<file path="config.mk">
export PLATFORM = sky130hd
export DESIGN_NAME = sprite_mover
export DESIGN_NICKNAME = d
export VERILOG_FILES = /design/src/rtl/anim_pkg.sv /design/src/rtl/tick_divider.sv /design/src/rtl/sprite_mover.sv
export SDC_FILE = /design/constraint.sdc
export NUM_CORES = 1
export LEC_CHECK = 0
export CAP_MARGIN = 20
export CELL_PAD_IN_SITES_DETAIL_PLACEMENT = 0
export CELL_PAD_IN_SITES_GLOBAL_PLACEMENT = 2
export CORE_MARGIN = 3
export CORE_UTILIZATION = 32
export CTS_BUF_LIST = sky130_fd_sc_hd__clkbuf_8 sky130_fd_sc_hd__clkbuf_16
export DETAILED_ROUTE_END_ITERATION = 10
export MAX_ROUTING_LAYER = met4
export PLACE_DENSITY = 0.78
export SLEW_MARGIN = 20
export SYNTH_ARGS = -nofsm -noshare
export SYNTH_HDL_FRONTEND = slang
export SYNTH_SLANG_ARGS = --single-unit
</file>
<file path="constraint.sdc">
create_clock -name clk -period 2.7 [get_ports clk]
set_clock_uncertainty 0.1 [all_clocks]
set_input_delay 0.27 -clock clk [delete_from_list [all_inputs] [get_ports clk]]
set_output_delay 0.27 -clock clk [all_outputs]
set_load 0.01 [all_outputs]
</file>
<file path="src/rtl/anim_pkg.sv">
// Shared definitions for the sprite animation engine: FSM state encoding,
// colour width, default screen geometry and a counter-width helper.
package anim_pkg;

  localparam int COLOUR_W     = 3;
  localparam int DEF_SCREEN_W = 160;
  localparam int DEF_SCREEN_H = 120;

  typedef enum logic [2:0] {
    ST_IDLE      = 3'd0,
    ST_DRAW      = 3'd1,
    ST_WAIT_TICK = 3'd2,
    ST_ERASE     = 3'd3,
    ST_MOVE      = 3'd4
  } anim_state_e;

  // Bits needed to hold the values 0..n-1, never less than one bit.
  function automatic int cnt_width(input int n);
    int w;
    w = 1;
    while ((1 << w) < n) begin
      w = w + 1;
    end
    return w;
  endfunction

endpackage

</file>
<file path="src/rtl/tick_divider.sv">
// Frame-rate divider: counts TICK_DIV-1 down to 0 and reloads, raising tick
// for the single cycle in which the count sits at zero.
module tick_divider
  import anim_pkg::*;
#(
  parameter int TICK_DIV = 833333
) (
  input  logic clk,
  input  logic resetn,
  output logic tick
);

  localparam int            CW     = cnt_width(TICK_DIV);
  localparam logic [CW-1:0] RELOAD = CW'(TICK_DIV - 1);
  localparam logic [CW-1:0] ONE    = CW'(1);
  localparam logic [CW-1:0] ZERO   = CW'(0);

  logic [CW-1:0] cnt_q;
  logic [CW-1:0] cnt_d;

  // Next count: reload after reaching zero, otherwise count down.
  always_comb begin
    cnt_d = cnt_q;
    if (cnt_q == ZERO) begin
      cnt_d = RELOAD;
    end else begin
      cnt_d = cnt_q - ONE;
    end
  end

  // Count register with synchronous active-low reset.
  always_ff @(posedge clk) begin
    if (!resetn) begin
      cnt_q <= ZERO;
    end else begin
      cnt_q <= cnt_d;
    end
  end

  assign tick = (cnt_q == ZERO);

endmodule

</file>
<file path="src/rtl/sprite_mover.sv">
// Erase/draw animation engine: moves one solid rectangle right-to-left across
// the frame, one pixel write per cycle on the VGA adapter plot interface.
module sprite_mover
  import anim_pkg::*;
#(
  parameter int                  SCREEN_W  = DEF_SCREEN_W,
  parameter int                  SCREEN_H  = DEF_SCREEN_H,
  parameter int                  XW        = 8,
  parameter int                  YW        = 7,
  parameter int                  SPR_W     = 4,
  parameter int                  SPR_H     = 4,
  parameter int                  STEP      = 1,
  parameter int                  TICK_DIV  = 833333,
  parameter logic [COLOUR_W-1:0] BG_COLOUR = 3'b000
) (
  input  logic                clk,
  input  logic                resetn,
  input  logic                go,
  input  logic [YW-1:0]       y_start,
  input  logic [COLOUR_W-1:0] colour,
  input  logic                pause,
  output logic [XW-1:0]       x_out,
  output logic [YW-1:0]       y_out,
  output logic [COLOUR_W-1:0] colour_out,
  output logic                plot,
  output logic                busy,
  output logic                exited
);

  localparam int             PXW     = cnt_width(SPR_W);
  localparam int             PYW     = cnt_width(SPR_H);
  localparam logic [PXW-1:0] PX_LAST = PXW'(SPR_W - 1);
  localparam logic [PYW-1:0] PY_LAST = PYW'(SPR_H - 1);
  localparam logic [PXW-1:0] PX_ZERO = PXW'(0);
  localparam logic [PYW-1:0] PY_ZERO = PYW'(0);
  localparam logic [PXW-1:0] PX_ONE  = PXW'(1);
  localparam logic [PYW-1:0] PY_ONE  = PYW'(1);
  localparam logic [XW-1:0]  X_START = XW'(SCREEN_W - SPR_W);
  localparam logic [YW-1:0]  Y_MAX   = YW'(SCREEN_H - SPR_H);
  localparam logic [XW-1:0]  STEP_X  = XW'(STEP);

  anim_state_e         state_q, state_d;
  logic [XW-1:0]       x_q, x_d;
  logic [YW-1:0]       y_q, y_d;
  logic [COLOUR_W-1:0] col_q, col_d;
  logic [PXW-1:0]      px_q, px_d;
  logic [PYW-1:0]      py_q, py_d;
  logic                tick_pend_q, tick_pend_d;

  logic tick_s;
  logic scan_s;
  logic last_pix_s;
  logic exit_s;

  tick_divider #(
    .TICK_DIV (TICK_DIV)
  ) u_tick_divider (
    .clk    (clk),
    .resetn (resetn),
    .tick   (tick_s)
  );

  assign scan_s     = (state_q == ST_DRAW) || (state_q == ST_ERASE);
  assign last_pix_s = (px_q == PX_LAST) && (py_q == PY_LAST);
  // The sprite leaves the frame when another step would go below column 0.
  assign exit_s     = (32'(x_q) < 32'(STEP));

  // FSM state register.
  always_ff @(posedge clk) begin
    if (!resetn) begin
      state_q <= ST_IDLE;
    end else begin
      state_q <= state_d;
    end
  end

  // Next-state logic: a pass always runs to its last pixel; pause only holds WAIT_TICK.
  always_comb begin
    state_d = state_q;
    case (state_q)
      ST_IDLE: begin
        if (go) begin
          state_d = ST_DRAW;
        end else begin
          state_d = ST_IDLE;
        end
      end
      ST_DRAW: begin
        if (last_pix_s) begin
          state_d = ST_WAIT_TICK;
        end else begin
          state_d = ST_DRAW;
        end
      end
      ST_WAIT_TICK: begin
        if (tick_pend_q && !pause) begin
          state_d = ST_ERASE;
        end else begin
          state_d = ST_WAIT_TICK;
        end
      end
      ST_ERASE: begin
        if (last_pix_s) begin
          state_d = ST_MOVE;
        end else begin
          state_d = ST_ERASE;
        end
      end
      ST_MOVE: begin
        if (exit_s) begin
          state_d = ST_IDLE;
        end else begin
          state_d = ST_DRAW;
        end
      end
      default: begin
        state_d = ST_IDLE;
      end
    endcase
  end

  // Output decode straight from registered state and counters (no added latency).
  always_comb begin
    plot       = 1'b0;
    busy       = (state_q != ST_IDLE);
    exited     = 1'b0;
    colour_out = {COLOUR_W{1'b0}};
    x_out      = x_q + XW'(px_q);
    y_out      = y_q + YW'(py_q);
    case (state_q)
      ST_DRAW: begin
        plot       = 1'b1;
        colour_out = col_q;
      end
      ST_ERASE: begin
        plot       = 1'b1;
        colour_out = BG_COLOUR;
      end
      ST_MOVE: begin
        exited = exit_s;
      end
      default: begin
        plot       = 1'b0;
        colour_out = {COLOUR_W{1'b0}};
      end
    endcase
  end

  // Scan counters: px fastest, py slowest; both sit at zero outside a pass.
  always_comb begin
    px_d = PX_ZERO;
    py_d = PY_ZERO;
    if (scan_s) begin
      if (px_q == PX_LAST) begin
        px_d = PX_ZERO;
        if (py_q == PY_LAST) begin
          py_d = PY_ZERO;
        end else begin
          py_d = py_q + PY_ONE;
        end
      end else begin
        px_d = px_q + PX_ONE;
        py_d = py_q;
      end
    end else begin
      px_d = PX_ZERO;
      py_d = PY_ZERO;
    end
  end

  // Position/colour capture on an accepted go, and the leftward step in MOVE.
  always_comb begin
    x_d   = x_q;
    y_d   = y_q;
    col_d = col_q;
    if ((state_q == ST_IDLE) && go) begin
      x_d   = X_START;
      y_d   = (y_start > Y_MAX) ? Y_MAX : y_start;
      col_d = colour;
    end else if ((state_q == ST_MOVE) && !exit_s) begin
      x_d = x_q - STEP_X;
    end else begin
      x_d = x_q;
    end
  end

  // Pending-tick flag: any number of ticks collapses into one pending frame step.
  always_comb begin
    tick_pend_d = tick_pend_q;
    if (state_q == ST_IDLE) begin
      tick_pend_d = 1'b0;
    end else if ((state_q == ST_WAIT_TICK) && (state_d == ST_ERASE)) begin
      tick_pend_d = 1'b0;
    end else if (tick_s) begin
      tick_pend_d = 1'b1;
    end else begin
      tick_pend_d = tick_pend_q;
    end
  end

  // Datapath registers with synchronous active-low reset.
  always_ff @(posedge clk) begin
    if (!resetn) begin
      x_q         <= {XW{1'b0}};
      y_q         <= {YW{1'b0}};
      col_q       <= {COLOUR_W{1'b0}};
      px_q        <= PX_ZERO;
      py_q        <= PY_ZERO;
      tick_pend_q <= 1'b0;
    end else begin
      x_q         <= x_d;
      y_q         <= y_d;
      col_q       <= col_d;
      px_q        <= px_d;
      py_q        <= py_d;
      tick_pend_q <= tick_pend_d;
    end
  end

endmodule

</file>
==> flow_summary_export.csv <==
group,metric,value,unit
synth,synthFlopType,"dfxtp_1",
run_status,outcome,"finished clean",
critical_path,arrival,2.10,ns
synth,ys_types,46,
synth,ys_top_cells_by_area,"dfxtp_1, a21oi_1, xnor2_1",
grt,antenna_found_initial,0,
layout,final_common_cell,"dfxtp_1",
routing,finalWirelength,5280,µm
timing,rsz0062_at_grt,"no",
pwr,p_int,1.50,mW
synth,synth_top_cell_by_area,"dfxtp_1",
grt,grt_pass1_vias,2020,
floorplanning,num_rows,30,
critical_path,cpPeakStageDelay,0.63,ns
floorplanning,coreArea,6910,µm²
floorplanning,start_util,33.6,%
timing,setup-tns-final,0,ns
timing,fmax,404,MHz
pwr,switchingPower,0.807,mW
critical_path,r2r_start,"u_tick_divider.cnt_q[0]",
synth,synthCells,277,
pwr,p_per_area,787,nW/µm²
timing,post-route-period-util,91.6,%
placed_design,dpl-instance-area,2820,µm²
grt,grt_pass1_wl,9430,µm
grt,grt-busiest-layer,"met2",
clock_tree,clock_sinks,46,
critical_path,cp_top_family,"simple AND/OR/NAND/NOR gates",
clock_tree,cts-buffers-inserted,5,
grt,grt_max_degree,21,
floorplanning,die_w,91.1,µm
job,drv_cap,0,
timing,fin_crit,2.47,ns
floorplanning,ios,35,
routing,first_iter_violations,92,
timing,finalHoldViolCount,0,
routing,routedWlPerCell,12.8,µm
clock_tree,clk_latency,0.29,ns
layout,multiInputGateArea,1310,µm²
grt,use_met2,20.6,%
placed_design,port-buffer-count,34,
clock_tree,cts_tree,"built",
critical_path,critPathCaptureType,"output pin",
clock_tree,cts_setup_buffers,0,
layout,antenna_cells,0,
critical_path,critPathSlowestCell,"or4b_2",
synth,synth-simple-area-share,26.3,%
layout,register_area,922,µm²
timing,drv_slew,0,
layout,syn_to_final_growth,26.6,%
routing,vias_per_cell,4.98,
synth,ys_warn_count,0,
routing,dr.pass1.iters,6,
pwr,irDropWorstVdd,0.257,mV
grt,overflow,0,
critical_path,worst-path-buf-inv,2,
layout,fillers,754,
critical_path,path_cells,"inv_1 -> ha_2 -> or4b_2 -> nor3_1 -> dlygate4sd2_1",
synth,synth_top_family_by_area,"simple AND/OR/NAND/NOR gates",
clock_tree,cts_buffer_depth,2,
synth,synth_compound_area_share,13.5,%
floorplanning,die_h,91.1,µm
synth,syn-num-nets,301,
layout,drive_gt1_share,8.52,%
critical_path,critPathLaunch,"x_q[1]",
layout,post-route-util,42.5,%
min_path,hold_class,"reg -> reg",
synth,synth_seq_cells,46,
synth,synth_area,2320,µm²
layout,layout_common_cells,"dfxtp_1, clkdlybuf4s50_1, a21oi_1",
routing,num_vias,2058,
layout,nets,340,
synth,synth_edf_count,0,
synth,synthMuxAreaShare,0.431,%
critical_path,cp.required,2.33,ns
pwr,seqPwrFrac,40.6,%
floorplanning,dieArea,8310,µm²
pwr,combPwrFrac,38.0,%
timing,whs,0.351,ns
synth,avgSynthCellArea,8.37,µm²
critical_path,setup.worst_path.start_class,"flip-flop",
layout,fin_area,2940,µm²
synth,synthArstFlopShare,0,%
grt,grt_use_met1,19.0,%
critical_path,critical_path_class,"reg -> out",
clock_tree,htreeDepth,2,
grt,grt_use_met3,3.48,%
pwr,p_clk_share,21.3,%
pwr,p_sw_share,34.9,%
min_path,hp-start,"tick_pend_q",
grt,grt_usage,13.9,%
placed_design,hpwl,3940,µm
placed_design,place.gp.congestion,0.759,
timing,tightest_slew,0.570,ns
routing,drcViolationCount,0,
synth,synth_fa_ha_area_share,6.04,%
timing,setup_viol_count_final,0,
routing,ant_nets,0,
synth,synth_top_area_share,39.7,%
clock_tree,cts-root-buf,"clkbuf_8",
clock_tree,clkTransAtPathRegs,0.08,ns
synth,ys_seq_area_share,39.7,%
pwr,leakagePower,1.15,nW
synth,synth_xor_area_share,9.44,%
timing,relSlewSlack,61.5,%
critical_path,path_max_fanout,7,
==> layer usage <==
metal  share of wire, %  vias to the layer above  routed length, µm
li1                   -                     1049                  -
met1                 51                      962               2700
met2                 43                       43               2300
met3                4.4                        4                233
met4               0.97                        0                 51
met5                  0                        -                  0
==> path summary, 6_finish.rpt <==
kind / end / slack (ns) / depth (start not counted)
worst max-delay path: exited / 0.23 / 5
worst min-delay path: tick_pend_q / 0.35 / 2
worst max register to register: u_tick_divider.cnt_q[9] / 0.36 / 6
worst min register to register: tick_pend_q / 0.35 / 2
==> tightest hold or removal path, cell delays in order (launching register included) <==
cell,delay (ns)
dfxtp_1,0.32
inv_1,0.05
a21oi_1,0.05
==> cell families (layout without fill, tap and decap cells) <==
kind of cell | count (synthesis) | in the layout
AND/OR/NAND/NOR | 115 | 115
AO/OA/AOI/OAI | 52 | 52
flip-flops | 46 | 46
buffers and inverters | 28 | 68
XOR/XNOR | 25 | 25
adder cells (fa/ha/maj) | 10 | 10
multiplexers | 1 | 1
==> Yosys cell counts (2+ instances only) <==
library cell / instances
a211o_1: 2
a21oi_1: 25
a22oi_1: 2
a31oi_1: 4
a41oi_1: 2
and2_1: 3
clkbuf_1: 10
dfxtp_1: 46
fa_1: 2
ha_1: 8
inv_1: 16
nand2_1: 24
nand3_1: 14
nand3b_1: 2
nand4_1: 3
nor2_1: 25
nor2b_1: 4
nor3_1: 10
nor3b_1: 2
nor4_1: 6
nor4b_1: 3
o211ai_1: 2
o21ai_0: 7
o31ai_1: 2
or3_1: 6
or4_1: 3
or4b_2: 2
xnor2_1: 13
xor2_1: 12
==> through the flow <==
stage	std cells	setup WS (ns)	power, mW
2_1_floorplan	277	0.462	1.55
3_3_place_gp	405	0.231	1.83
3_5_place_dp	405	0.200	1.84
4_1_cts	413	0.0228	2.34
5_1_grt	413	0.0725	2.52
6_report	413	0.226	2.31
==> area by class of cell <==
type                       instances  area share [%]
sequential                        46            31.4
multi-input combinational        203            44.5
inverter                          16            2.04
tap                               96            4.09
clock inverter                     3            1.28
clock buffer                       5            2.34
timing repair buffer              44            14.3
==> flip-flops by register name, indices dropped and copies added (netlist names) <==
signal and flops:
u_tick_divider.cnt_q 20, state_q 3, y_q 7, x_q 8, px_q 2, tick_pend_q 1, py_q 2, col_q 3
==> power groups by stage <==
stage | clock (mW) | sequential, mW | combinational [mW]
after floorplan | 0 | 0.924 | 0.624
after global placement | 0 | 0.955 | 0.876
after detailed placement | 0 | 0.957 | 0.881
after CTS | 0.513 | 0.941 | 0.889
after global routing | 0.540 | 0.964 | 1.01
final | 0.493 | 0.940 | 0.879
==> timing repair <==
item	in CTS	in global routing
resized for setup	5	4
hold buffers	0	0
gates cloned	0	0
setup endpoints to repair	3	4
Note: power is estimated with default switching activity, not from simulation.
